===== config.mk =====
export PLATFORM = sky130hd
export DESIGN_NAME = uart_frame_parser_flat
export DESIGN_NICKNAME = d
export VERILOG_FILES = /design/src/rtl/uart_frame_pkg.sv /design/src/rtl/uart_frame_parser_if.sv /design/src/rtl/frame_payload_buf.sv /design/src/rtl/uart_frame_parser.sv /design/src/flat_wrapper.sv
export SDC_FILE = /design/constraint.sdc
export NUM_CORES = 1
export LEC_CHECK = 0
export ABC_AREA = 1
export CORE_MARGIN = 2
export CORE_UTILIZATION = 61
export CTS_CLUSTER_DIAMETER = 200
export CTS_CLUSTER_SIZE = 14
export DETAILED_ROUTE_END_ITERATION = 16
export PLACE_DENSITY = 0.8
export SYNTH_ARGS = -nofsm -noshare
export SYNTH_HDL_FRONTEND = slang
export SYNTH_HIERARCHICAL = 1
export SYNTH_SLANG_ARGS = --single-unit

===== constraint.sdc =====
create_clock -name clock -period 2.6 [get_ports clock]
set_input_delay 0.52 -clock clock [delete_from_list [all_inputs] [get_ports clock]]
set_output_delay 0.52 -clock clock [all_outputs]
set_load 0.005 [all_outputs]

===== src/rtl/uart_frame_pkg.sv =====
// Shared types and defaults for the UART frame parser.
//   state_e : parser FSM states (HUNT, LEN, PAYLOAD, CHECK, EMIT)
//   cause_e : error cause reported on error_cause
//   SYNC_DEFAULT / WIDTH_DEFAULT / MAX_PAYLOAD_DEFAULT : parameter defaults
//   addr_bits() : address width for a register array of a given depth
package uart_frame_pkg;

   typedef enum logic [2:0] {
      ST_HUNT,
      ST_LEN,
      ST_PAYLOAD,
      ST_CHECK,
      ST_EMIT
   } state_e;

   typedef enum logic [1:0] {
      CAUSE_NONE    = 2'd0,
      CAUSE_BAD_LEN = 2'd1,
      CAUSE_BAD_CHK = 2'd2
   } cause_e;

   localparam int         WIDTH_DEFAULT       = 8;
   localparam int         MAX_PAYLOAD_DEFAULT = 16;
   localparam logic [7:0] SYNC_DEFAULT        = 8'hA5;

   // A depth-1 array still needs a one-bit address.
   function automatic int addr_bits(input int depth);
      return (depth > 1) ? $clog2(depth) : 1;
   endfunction

endpackage


===== src/rtl/uart_frame_parser_if.sv =====
// Stream bundle between the UART receive buffer, the frame parser and the
// payload consumer.
//   in_data/in_valid/in_ready     : received word stream into the parser
//   out_data/out_valid/out_ready  : verified payload stream out of the parser
//   out_last                      : final payload word of a frame
// master : the environment around the parser (drives input, accepts output)
// slave  : the parser itself
interface uart_frame_parser_if #(
   parameter int WIDTH = 8
);
   logic [WIDTH-1:0] in_data;
   logic             in_valid;
   logic             in_ready;
   logic [WIDTH-1:0] out_data;
   logic             out_valid;
   logic             out_ready;
   logic             out_last;

   modport master (
      output in_data, in_valid, out_ready,
      input  in_ready, out_data, out_valid, out_last
   );

   modport slave (
      input  in_data, in_valid, out_ready,
      output in_ready, out_data, out_valid, out_last
   );
endinterface


===== src/rtl/frame_payload_buf.sv =====
// Payload storage for one frame: DEPTH x WIDTH register array.
//   clock   : write clock
//   wr_en   : write wr_data at addr on the rising edge
//   addr    : shared write/read address (the parser's index)
//   wr_data : word to store
//   rd_data : combinational read of the word at addr
// Contents are not reset; the parser never reads a slot before writing it.
module frame_payload_buf
   import uart_frame_pkg::*;
#(
   parameter int WIDTH = WIDTH_DEFAULT,
   parameter int DEPTH = MAX_PAYLOAD_DEFAULT,
   parameter int AW    = addr_bits(DEPTH)
) (
   input  logic             clock,
   input  logic             wr_en,
   input  logic [AW-1:0]    addr,
   input  logic [WIDTH-1:0] wr_data,
   output logic [WIDTH-1:0] rd_data
);

   logic [WIDTH-1:0] mem_q [DEPTH];

   always_ff @(posedge clock) begin
      if (wr_en) mem_q[addr] <= wr_data;
   end

   assign rd_data = mem_q[addr];

endmodule


===== src/rtl/uart_frame_parser.sv =====
// Frame parser behind the UART receive buffer.
// Frame format: SYNC, LEN, LEN payload words, CHK. A frame is good when
// LEN + payload + CHK wraps to zero. Good payloads are replayed on the
// output stream with out_last on the final word; bad frames are dropped,
// flagged with a one-cycle frame_error, and counted.
//   clock, resetn : rising-edge clock, asynchronous active-low reset
//   bus           : input/output streams (slave side)
//   frame_ok      : one-cycle pulse after an accepted CHK that verifies
//   frame_error   : one-cycle pulse after a rejected LEN or CHK
//   error_cause   : cause of the most recent error (held)
//   error_count   : dropped frames, saturating at all-ones
module uart_frame_parser
   import uart_frame_pkg::*;
#(
   parameter int               WIDTH       = WIDTH_DEFAULT,
   parameter int               MAX_PAYLOAD = MAX_PAYLOAD_DEFAULT,
   parameter logic [WIDTH-1:0] SYNC_WORD   = WIDTH'(SYNC_DEFAULT)
) (
   input  logic                clock,
   input  logic                resetn,
   uart_frame_parser_if.slave  bus,
   output logic                frame_ok,
   output logic                frame_error,
   output logic [1:0]          error_cause,
   output logic [7:0]          error_count
);

   localparam int LW = $clog2(MAX_PAYLOAD + 1);
   localparam int AW = addr_bits(MAX_PAYLOAD);
   // One extra bit so the length limit is comparable for any WIDTH.
   localparam logic [WIDTH:0] MAX_LEN = (WIDTH+1)'(MAX_PAYLOAD);

   state_e           state_q, state_d;
   logic [LW-1:0]    idx_q, idx_d;
   logic [LW-1:0]    len_q, len_d;
   logic [WIDTH-1:0] sum_q, sum_d;
   logic             frame_ok_q, frame_ok_d;
   logic             frame_error_q, frame_error_d;
   cause_e           cause_q, cause_d;
   logic [7:0]       count_q, count_d;

   logic             in_fire, out_fire;
   logic             len_bad;
   logic             at_last;
   logic [WIDTH-1:0] chk_sum;
   logic             buf_wr_en;
   logic [WIDTH-1:0] buf_rd_data;

   frame_payload_buf #(
      .WIDTH (WIDTH),
      .DEPTH (MAX_PAYLOAD),
      .AW    (AW)
   ) u_buf (
      .clock   (clock),
      .wr_en   (buf_wr_en),
      .addr    (idx_q[AW-1:0]),
      .wr_data (bus.in_data),
      .rd_data (buf_rd_data)
   );

   // Stream outputs come straight from state and the buffer read port; idx
   // only moves on an accepted output word, so data/last hold while stalled.
   assign bus.in_ready  = (state_q != ST_EMIT);
   assign bus.out_valid = (state_q == ST_EMIT);
   assign bus.out_data  = (state_q == ST_EMIT) ? buf_rd_data : '0;
   assign bus.out_last  = (state_q == ST_EMIT) && at_last;

   assign frame_ok    = frame_ok_q;
   assign frame_error = frame_error_q;
   assign error_cause = cause_q;
   assign error_count = count_q;

   assign in_fire  = bus.in_valid && bus.in_ready;
   assign out_fire = bus.out_valid && bus.out_ready;
   assign len_bad  = (bus.in_data == '0) || ({1'b0, bus.in_data} > MAX_LEN);
   assign at_last  = (idx_q == len_q - LW'(1));
   assign chk_sum  = sum_q + bus.in_data;

   always_ff @(posedge clock or negedge resetn) begin
      if (!resetn) begin
         state_q       <= ST_HUNT;
         idx_q         <= '0;
         len_q         <= '0;
         sum_q         <= '0;
         frame_ok_q    <= 1'b0;
         frame_error_q <= 1'b0;
         cause_q       <= CAUSE_NONE;
         count_q       <= '0;
      end else begin
         state_q       <= state_d;
         idx_q         <= idx_d;
         len_q         <= len_d;
         sum_q         <= sum_d;
         frame_ok_q    <= frame_ok_d;
         frame_error_q <= frame_error_d;
         cause_q       <= cause_d;
         count_q       <= count_d;
      end
   end

   always_comb begin
      state_d       = state_q;
      idx_d         = idx_q;
      len_d         = len_q;
      sum_d         = sum_q;
      frame_ok_d    = 1'b0;
      frame_error_d = 1'b0;
      cause_d       = cause_q;
      count_d       = count_q;
      buf_wr_en     = 1'b0;

      unique case (state_q)
         ST_HUNT: begin
            if (in_fire && (bus.in_data == SYNC_WORD)) state_d = ST_LEN;
         end

         ST_LEN: begin
            if (in_fire) begin
               if (len_bad) begin
                  frame_error_d = 1'b1;
                  cause_d       = CAUSE_BAD_LEN;
                  state_d       = ST_HUNT;
               end else begin
                  len_d   = bus.in_data[LW-1:0];
                  sum_d   = bus.in_data;   // checksum covers LEN itself
                  idx_d   = '0;
                  state_d = ST_PAYLOAD;
               end
            end
         end

         ST_PAYLOAD: begin
            if (in_fire) begin
               buf_wr_en = 1'b1;
               sum_d     = sum_q + bus.in_data;
               idx_d     = idx_q + LW'(1);
               if (at_last) state_d = ST_CHECK;
            end
         end

         ST_CHECK: begin
            if (in_fire) begin
               idx_d = '0;   // rewind so EMIT starts at buf[0]
               if (chk_sum == '0) begin
                  frame_ok_d = 1'b1;
                  state_d    = ST_EMIT;
               end else begin
                  frame_error_d = 1'b1;
                  cause_d       = CAUSE_BAD_CHK;
                  state_d       = ST_HUNT;
               end
            end
         end

         ST_EMIT: begin
            if (out_fire) begin
               if (at_last) begin
                  idx_d   = '0;
                  state_d = ST_HUNT;
               end else begin
                  idx_d = idx_q + LW'(1);
               end
            end
         end

         default: state_d = ST_HUNT;
      endcase

      if (frame_error_d && (count_q != 8'hFF)) count_d = count_q + 8'd1;
   end

endmodule


===== src/flat_wrapper.sv =====
// flat-port wrapper written by rule: the top's interface ports become plain ports
module uart_frame_parser_flat import uart_frame_pkg::*;
#(
   parameter int               WIDTH       = WIDTH_DEFAULT,
   parameter int               MAX_PAYLOAD = MAX_PAYLOAD_DEFAULT,
   parameter logic [WIDTH-1:0] SYNC_WORD   = WIDTH'(SYNC_DEFAULT)
)
  (clock, resetn, frame_ok, frame_error, error_cause, error_count, bus_in_data, bus_in_valid, bus_out_ready, bus_in_ready, bus_out_data, bus_out_valid, bus_out_last);
  uart_frame_parser_if #(.WIDTH(WIDTH)) bus_i ();
  input  logic clock;
  input  logic resetn;
  output logic frame_ok;
  output logic frame_error;
  output logic [1:0] error_cause;
  output logic [7:0] error_count;
  input wire logic [$bits(bus_i.in_data)-1:0] bus_in_data;
  input wire logic [$bits(bus_i.in_valid)-1:0] bus_in_valid;
  input wire logic [$bits(bus_i.out_ready)-1:0] bus_out_ready;
  output wire logic [$bits(bus_i.in_ready)-1:0] bus_in_ready;
  output wire logic [$bits(bus_i.out_data)-1:0] bus_out_data;
  output wire logic [$bits(bus_i.out_valid)-1:0] bus_out_valid;
  output wire logic [$bits(bus_i.out_last)-1:0] bus_out_last;
  assign bus_i.in_data = bus_in_data;
  assign bus_i.in_valid = bus_in_valid;
  assign bus_i.out_ready = bus_out_ready;
  assign bus_in_ready = bus_i.in_ready;
  assign bus_out_data = bus_i.out_data;
  assign bus_out_valid = bus_i.out_valid;
  assign bus_out_last = bus_i.out_last;
  uart_frame_parser #(.WIDTH(WIDTH), .MAX_PAYLOAD(MAX_PAYLOAD), .SYNC_WORD(SYNC_WORD)) u_core (.clock(clock), .resetn(resetn), .bus(bus_i), .frame_ok(frame_ok), .frame_error(frame_error), .error_cause(error_cause), .error_count(error_count));
endmodule

==> qor.csv, run 1 <==
stage,metric,value,unit
yosys,ys_ff_latch,161,
critical_path,crit_required,2080,ps
global_route,overflow,0,
floorplan,core_area,12500,um^2
yosys,synth_nets,900,
yosys,synth_top_cell_area_share,49.4,%
yosys,yosys_warnings,6,
timing,setup_viol,0,
power_and_ir_drop,p_leak,4.29,nW
timing,finalHoldViolations,0,
timing,setup_tns,0,ps
floorplan,initial_core_util,62.2,%
critical_path,worst-path-buf-inv,6,
global_route,grt_pass1_vias,5870,
timing,clock.fmax,0.393,GHz
placed_design,dp_slack,-503,ps
yosys,ys_seq_area_share,60.0,%
timing,setup_ws,53.6,ps
timing,tightestPinTransition,454,ps
critical_path,cp_max_fo,6,
critical_path,arrival,2030,ps
power_and_ir_drop,cellPowerDensity,886,nW/um^2
yosys,netlist_top_cells_count,"nand2_1, edfxtp_1, inv_1, nor2_1, nand3_1",
min_path,min_path_cells,2,
clock_network,cts_hold_buf,0,
floorplan,die_area,13700,um^2
critical_path,path_cells,inv_8 -> buf_12 -> buf_12 -> nand2_1 -> nand2_1 -> nand2_1 -> nand2_1 -> nand2_1 -> nand2_2 -> inv_1 -> nand2_1 -> inv_1 -> nor2_1 -> buf_2,
detailed_routing,drcViolationCount,0,
critical_path,critPathLaunchType,flip-flop,
critical_path,r2r-end,u_core/error_count[3]$_DFFE_PN0P_,
min_path,holdPathEnd,u_core/error_cause[0]$_DFFE_PN0P_,
floorplan,rows,41,
final_layout,fin_area,9450,um^2
yosys,syn_area_per_cell,8.88,um^2
timing,rsz0062_at_grt,true,
critical_path,regToRegSetupSlack,450,ps
clock_network,clock-sinks,161,
placed_design,io_buffer_count,34,
critical_path,worstReg2RegStart,u_core/sum_q[0]$_DFFE_PN0P_,
final_layout,nets,997,
status,status,"complete, no violations",
timing,maxSlewHeadroom,69.7,%
clock_network,clk_pin_slew,60,ps
min_path,hp-class,flip-flop to flip-flop,
placed_design,hpwl,11000,um
critical_path,crit_path_max_incr_delay,460,ps
placed_design,placedInstanceArea,8670,um^2
final_layout,layout-drive-gt1-share,13.7,%
final_layout,diodes,0,
power_and_ir_drop,ir_worst_vdd,592,uV
floorplan,die_y,117,um
global_route,met3_usage,4.89,%
critical_path,critPathTopFamily,simple AND/OR/NAND/NOR gates,
placed_design,dpl.cell_count,1110,
yosys,async_flop_share,20.5,%
min_path,min_from,u_core/error_cause[0]$_DFFE_PN0P_,
global_route,grt_usage,29.0,%
final_layout,n_fill_cell,852,
global_route,use_met2,49.5,%
clock_network,cts_root_buf,clkbuf_16,
placed_design,gp_congestion,0.848,
final_layout,areaGrowthSynthToFinish,21.4,%
clock_network,clk_latency,430,ps
detailed_routing,ant_nets,0,
global_route,grt.busiest_layer,met2,
yosys,synth-edff-count,128,
detailed_routing,first_pass_iters,6,
detailed_routing,drt_iter0_drc,592,
timing,finClkSkew,8.01,ps
detailed_routing,wl_per_cell,16.2,um
detailed_routing,num_vias,6178,
yosys,synth_top_area_cell,edfxtp_1,
global_route,grt_first_pass_wirelength,29200,um
global_route,grt_max_degree,39,
detailed_routing,via_per_inst,5.33,
critical_path,r2r_cells,15,
clock_network,cts_made_buffers,17,
yosys,synthTopCellsByArea,"edfxtp_1, nand2_1, dfrtp_1",
clock_network,cts_tree,yes,
floorplan,die_x,117,um
critical_path,end_kind,primary output,
yosys,synth.most_common_cell,nand2_1,
run,drv_cap,0,
clock_network,clk_path_buf_depth,2,
critical_path,critical_path_class,flip-flop to primary output,
yosys,netlist_area,7780,um^2
floorplan,io_pins,35,
final_layout,layoutNonFillerInstCount,1159,
critical_path,crit_slowest_cell,dfrtp_2,
clock_network,cts-htree-levels,4,
global_route,antenna_found_initial,0,
timing,fin_crit_sh,97.9,%
timing,period_needed,2550,ps
yosys,synth_ff_type,edfxtp_1,
yosys,ys_types,33,
yosys,netlist_instances,877,
critical_path,cpMostUsedCell,nand2_1,
detailed_routing,wirelength,18800,um
global_route,grtUsageMet1,36.1,%
timing,slew_violations,0,
-- layout by cell type (no fill, tap or decap), types with 10 or more instances in the layout --
cell / instances
nand2_1: 434
edfxtp_1: 128
inv_1: 63
buf_4: 54
nor2_1: 54
nand3_1: 35
dfrtp_1: 31
clkdlybuf4s50_1: 24
clkbuf_16: 19
o21ai_0: 15
ha_1: 10
-- tightest hold or removal path: stages, from the launching register on --
cell     delay, ps
dfrtp_1        350
nand2_1         60
nand2_1         50
-- worst max path at each step --
stage / startpoint / to / slack [ps] / cells past startpoint
finish: u_core/idx_q[0]$_DFFE_PN0P_ / bus_out_data[2] / 50 / 14
global route: u_core/idx_q[0]$_DFFE_PN0P_ / bus_out_data[2] / -60 / 13
CTS: u_core/idx_q[0]$_DFFE_PN0P_ / bus_out_data[7] / -50 / 14
detailed placement: bus_in_data[0] / u_core/error_cause[0]$_DFFE_PN0P_ / -500 / 16
global placement: bus_in_data[0] / u_core/error_cause[0]$_DFFE_PN0P_ / -430 / 16
floorplan: bus_in_data[0] / u_core/error_count[2]$_DFFE_PN0P_ / 470 / 16
-- metal layers --
layer,routed length (um),share of wire [%]
met5,0,0
met4,576,3.1
met3,1300,6.9
met2,9380,50
met1,7530,40
-- metrics by stage --
step	util, %	total power [mW]	hold WS (ps)
6_report	75.5	8.37	486
5_1_grt	75.5	8.86	528
4_1_cts	75.5	8.33	490
3_5_place_dp	69.2	5.68	467
3_3_place_gp	69.2	5.60	472
2_1_floorplan	-	4.89	224
-- sequential cells by signal (all words and copies together) (netlist names) --
signal	count
u_core/error_cause	2
u_core/error_count	8
u_core/frame_error	1
u_core/frame_ok	1
u_core/idx_q	5
u_core/len_q	5
u_core/state_q	3
u_core/sum_q	8
u_core/u_buf/mem_q	128
-- layout make-up --
cell class                      instances  area, um^2  area share [%]
Clock buffer                           20         437            4.62
Multi-Input combinational cell        620        2740            29.0
Tap cell                              172         215            2.28
Timing Repair Buffer                  103        1010            10.7
Clock inverter                         12        93.8           0.993
Inverter                               71         274            2.90
Sequential cell                       161        4670            49.5
-- cell families after synthesis --
| logic type | count (synthesis) | share of synthesized area [%] |
|---|---|---|
| buf+inv | 96 | 5.22 |
| xor+xnor | 17 | 1.91 |
| flops | 161 | 60.0 |
| fa+ha+maj | 11 | 1.86 |
| simple gates | 560 | 28.8 |
| compound gates | 31 | 2.03 |
| mux | 1 | 0.193 |
-- power breakdown --
group	internal [mW]	switching (mW)	total [mW]
combinational	1.28	1.70	2.99
clock	1.30	0.959	2.26
sequential	2.97	0.154	3.12
-- what timing repair did --
item	in CTS	in global routing
resized for setup	46	13
cloned	4	2
buffers inserted	12	1
pin swaps	8	17
endpoints found under the setup margin	11	21
No activity file was read; power rests on OpenSTA's default activity.
==> run 2, diff against run 1 <==
--- a/config.mk
+++ b/config.mk
@@ -9,7 +9,6 @@
 export CORE_MARGIN = 2
 export CORE_UTILIZATION = 61
 export CTS_CLUSTER_DIAMETER = 200
-export CTS_CLUSTER_SIZE = 14
 export DETAILED_ROUTE_END_ITERATION = 16
 export PLACE_DENSITY = 0.8
 export SYNTH_ARGS = -nofsm -noshare
==> results of run 2 <==
Same layout as run 1: the final DEF is identical, and so are final timing and power.
==> run 3, diff against run 2 <==
==> constraint.sdc (replaced) <==
create_clock -name clock -period 2.6 [get_ports clock]
set_input_delay 0.52 -clock clock [delete_from_list [all_inputs] [get_ports clock]]
set_output_delay 0.52 -clock clock [all_outputs]
set_load 0.05 [all_outputs]
==> run 3 against run 2 <==
The flow now finishes with violations (negative setup slack). Combinational power rose by 7.4%. Worst hold slack got worse by 12 ps. Design area rose by 2.0%. Critical endpoint is now bus_out_data[1]. Highest routed layer unchanged.
==> qor.csv, run 3 (synthesis results as in run 1) <==
stage,metric,value,unit
critical_path,crit_required,2080,ps
run,drv_cap,0,
final_layout,max_flop_register,u_core/u_buf/mem_q,
floorplan,core_area,12500,um^2
final_layout,n_fill_cell,823,
final_layout,final_cell_mix,"nand2_1, edfxtp_1, inv_1, buf_4, nor2_1",
clock_network,clock-sinks,161,
clock_network,clk_latency,430,ps
clock_network,cts-htree-levels,4,
critical_path,cpMostUsedCell,nand2_1,
final_layout,fin_area,9630,um^2
global_route,antenna_found_initial,0,
final_layout,utilization,76.9,%
global_route,grt_max_degree,68,
detailed_routing,wl_per_cell,16.8,um
critical_path,worstReg2RegStart,u_core/sum_q[0]$_DFFE_PN0P_,
floorplan,die_area,13700,um^2
clock_network,cts_made_buffers,17,
floorplan,rows,41,
critical_path,crit_slowest_cell,dfrtp_2,
final_layout,layout-drive-gt1-share,16.2,%
placed_design,placedInstanceArea,8640,um^2
global_route,grt_usage,28.1,%
status,status,"finished, violations left",
placed_design,gp_congestion,0.845,
global_route,grt_first_pass_wirelength,28400,um
critical_path,regToRegSetupSlack,540,ps
timing,maxSlewHeadroom,64.7,%
detailed_routing,first_pass_iters,6,
detailed_routing,ant_nets,0,
final_layout,nets,993,
timing,setup_viol,3,
timing,rsz0062_at_grt,true,
placed_design,hpwl,10700,um
timing,holdWs,473,ps
final_layout,ff_latch_area,4670,um^2
critical_path,path_cells,clkinv_4 -> buf_12 -> clkbuf_16 -> nand2_1 -> nand2_1 -> nand2_1 -> nand2_1 -> nand2_1 -> nand2_1 -> inv_1 -> nand2_1 -> inv_1 -> nor2_2 -> buf_6,
floorplan,die_y,117,um
critical_path,cp_max_fo,7,
power_and_ir_drop,cellPowerDensity,918,nW/um^2
timing,clock.fmax,0.379,GHz
critical_path,r2r-end,u_core/error_count[0]$_DFFE_PN0P_,
power_and_ir_drop,ir_worst_vdd,758,uV
final_layout,layout_commonest_cell,nand2_1,
final_layout,multiInputGateArea,2820,um^2
critical_path,end_kind,primary output,
floorplan,io_pins,35,
critical_path,crit_path_max_incr_delay,460,ps
global_route,overflow,0,
global_route,grt_pass1_vias,5683,
timing,finalHoldViolations,0,
timing,fin_crit_sh,101,%
clock_network,clk_path_buf_depth,2,
timing,period_needed,2640,ps
timing,finClkSkew,12.0,ps
final_layout,diodes,0,
timing,setup_ws,-38.3,ps
final_layout,largest_reg_flops,128,
power_and_ir_drop,finalPower,8.84,mW
critical_path,critical_path_class,flip-flop to primary output,
clock_network,clk_pin_slew,70,ps
min_path,hp-class,flip-flop to flip-flop,
timing,slew_violations,0,
critical_path,critPathLaunchType,flip-flop,
final_layout,areaGrowthSynthToFinish,23.7,%
detailed_routing,via_per_inst,5.46,
timing,tightestPinTransition,532,ps
floorplan,initial_core_util,62.2,%
critical_path,crit_path_start,u_core/idx_q[0]$_DFFE_PN0P_,
detailed_routing,drcViolationCount,0,
critical_path,endpoint,bus_out_data[1],
critical_path,r2r_cells,12,
detailed_routing,wirelength,19400,um
clock_network,cts_tree,yes,
critical_path,arrival,2120,ps
clock_network,cts_root_buf,clkbuf_16,
status,violations,negative setup slack,
clock_network,cts_hold_buf,0,
floorplan,die_x,117,um
power_and_ir_drop,p_leak,4.32,nW
placed_design,dp_slack,-485,ps
detailed_routing,drt_iter0_drc,666,
placed_design,io_buffer_count,34,
detailed_routing,num_vias,6309,
run 3: timing repair:
item / CTS / global route
buffers inserted: 3 / 4
cloned: 3 / 6
resized for setup: 15 / 34
endpoints found under the setup margin: 13 / 21
pin swaps: 2 / 30
run 3: cell type report:
class / instances / share of cell area, %
multi-input combinational: 621 / 29.3
clock buffer: 23 / 5.74
tap: 172 / 2.23
clock inverter: 9 / 0.650
sequential: 161 / 48.5
timing repair buffer: 98 / 10.7
inverter: 71 / 2.82
run 3: how the worst min path moves through the flow:
stage / start / end / slack, ps / cells past startpoint
CTS: u_core/error_cause[1]$_DFFE_PN0P_ / u_core/error_cause[1]$_DFFE_PN0P_ / 470 / 2
floorplan: resetn / u_core/error_cause[0]$_DFFE_PN0P_ / 220 / 0
finish: u_core/error_cause[1]$_DFFE_PN0P_ / u_core/error_cause[1]$_DFFE_PN0P_ / 470 / 2
global placement: u_core/error_cause[0]$_DFFE_PN0P_ / u_core/error_cause[0]$_DFFE_PN0P_ / 470 / 2
global route: u_core/error_cause[1]$_DFFE_PN0P_ / u_core/error_cause[1]$_DFFE_PN0P_ / 510 / 2
detailed placement: u_core/error_cause[1]$_DFFE_PN0P_ / u_core/error_cause[1]$_DFFE_PN0P_ / 460 / 2
run 3: report_power, final:
part	internal [mW]	switching [mW]
sequential	2.97	0.168
clock	1.50	0.999
combinational	1.26	1.95
total	5.73	3.12
run 3: worst max-delay path: cells and delay by family, from the launching register on:
| kind | cells | cell delay, ps |
|---|---|---|
| simple gates | 8 | 540 |
| flops | 1 | 460 |
| buf+inv | 6 | 680 |
run 3: through the flow:
step / instances / setup TNS, ps
after floorplan: 877 / -431
after global placement: 1108 / -4120
after detailed placement: 1108 / -5090
after CTS: 1146 / -14.1
after global routing: 1155 / -795
final: 1155 / -102
run 3: routing by layer:
metal / up-vias / routed length, um / global-route usage, %
li1: 2990 / - / -
met1: 2903 / 7660 / 35.8
met2: 347 / 9260 / 46.1
met3: 69 / 1730 / 5.30
met4: 0 / 775 / 14.7
met5: - / 0 / 0
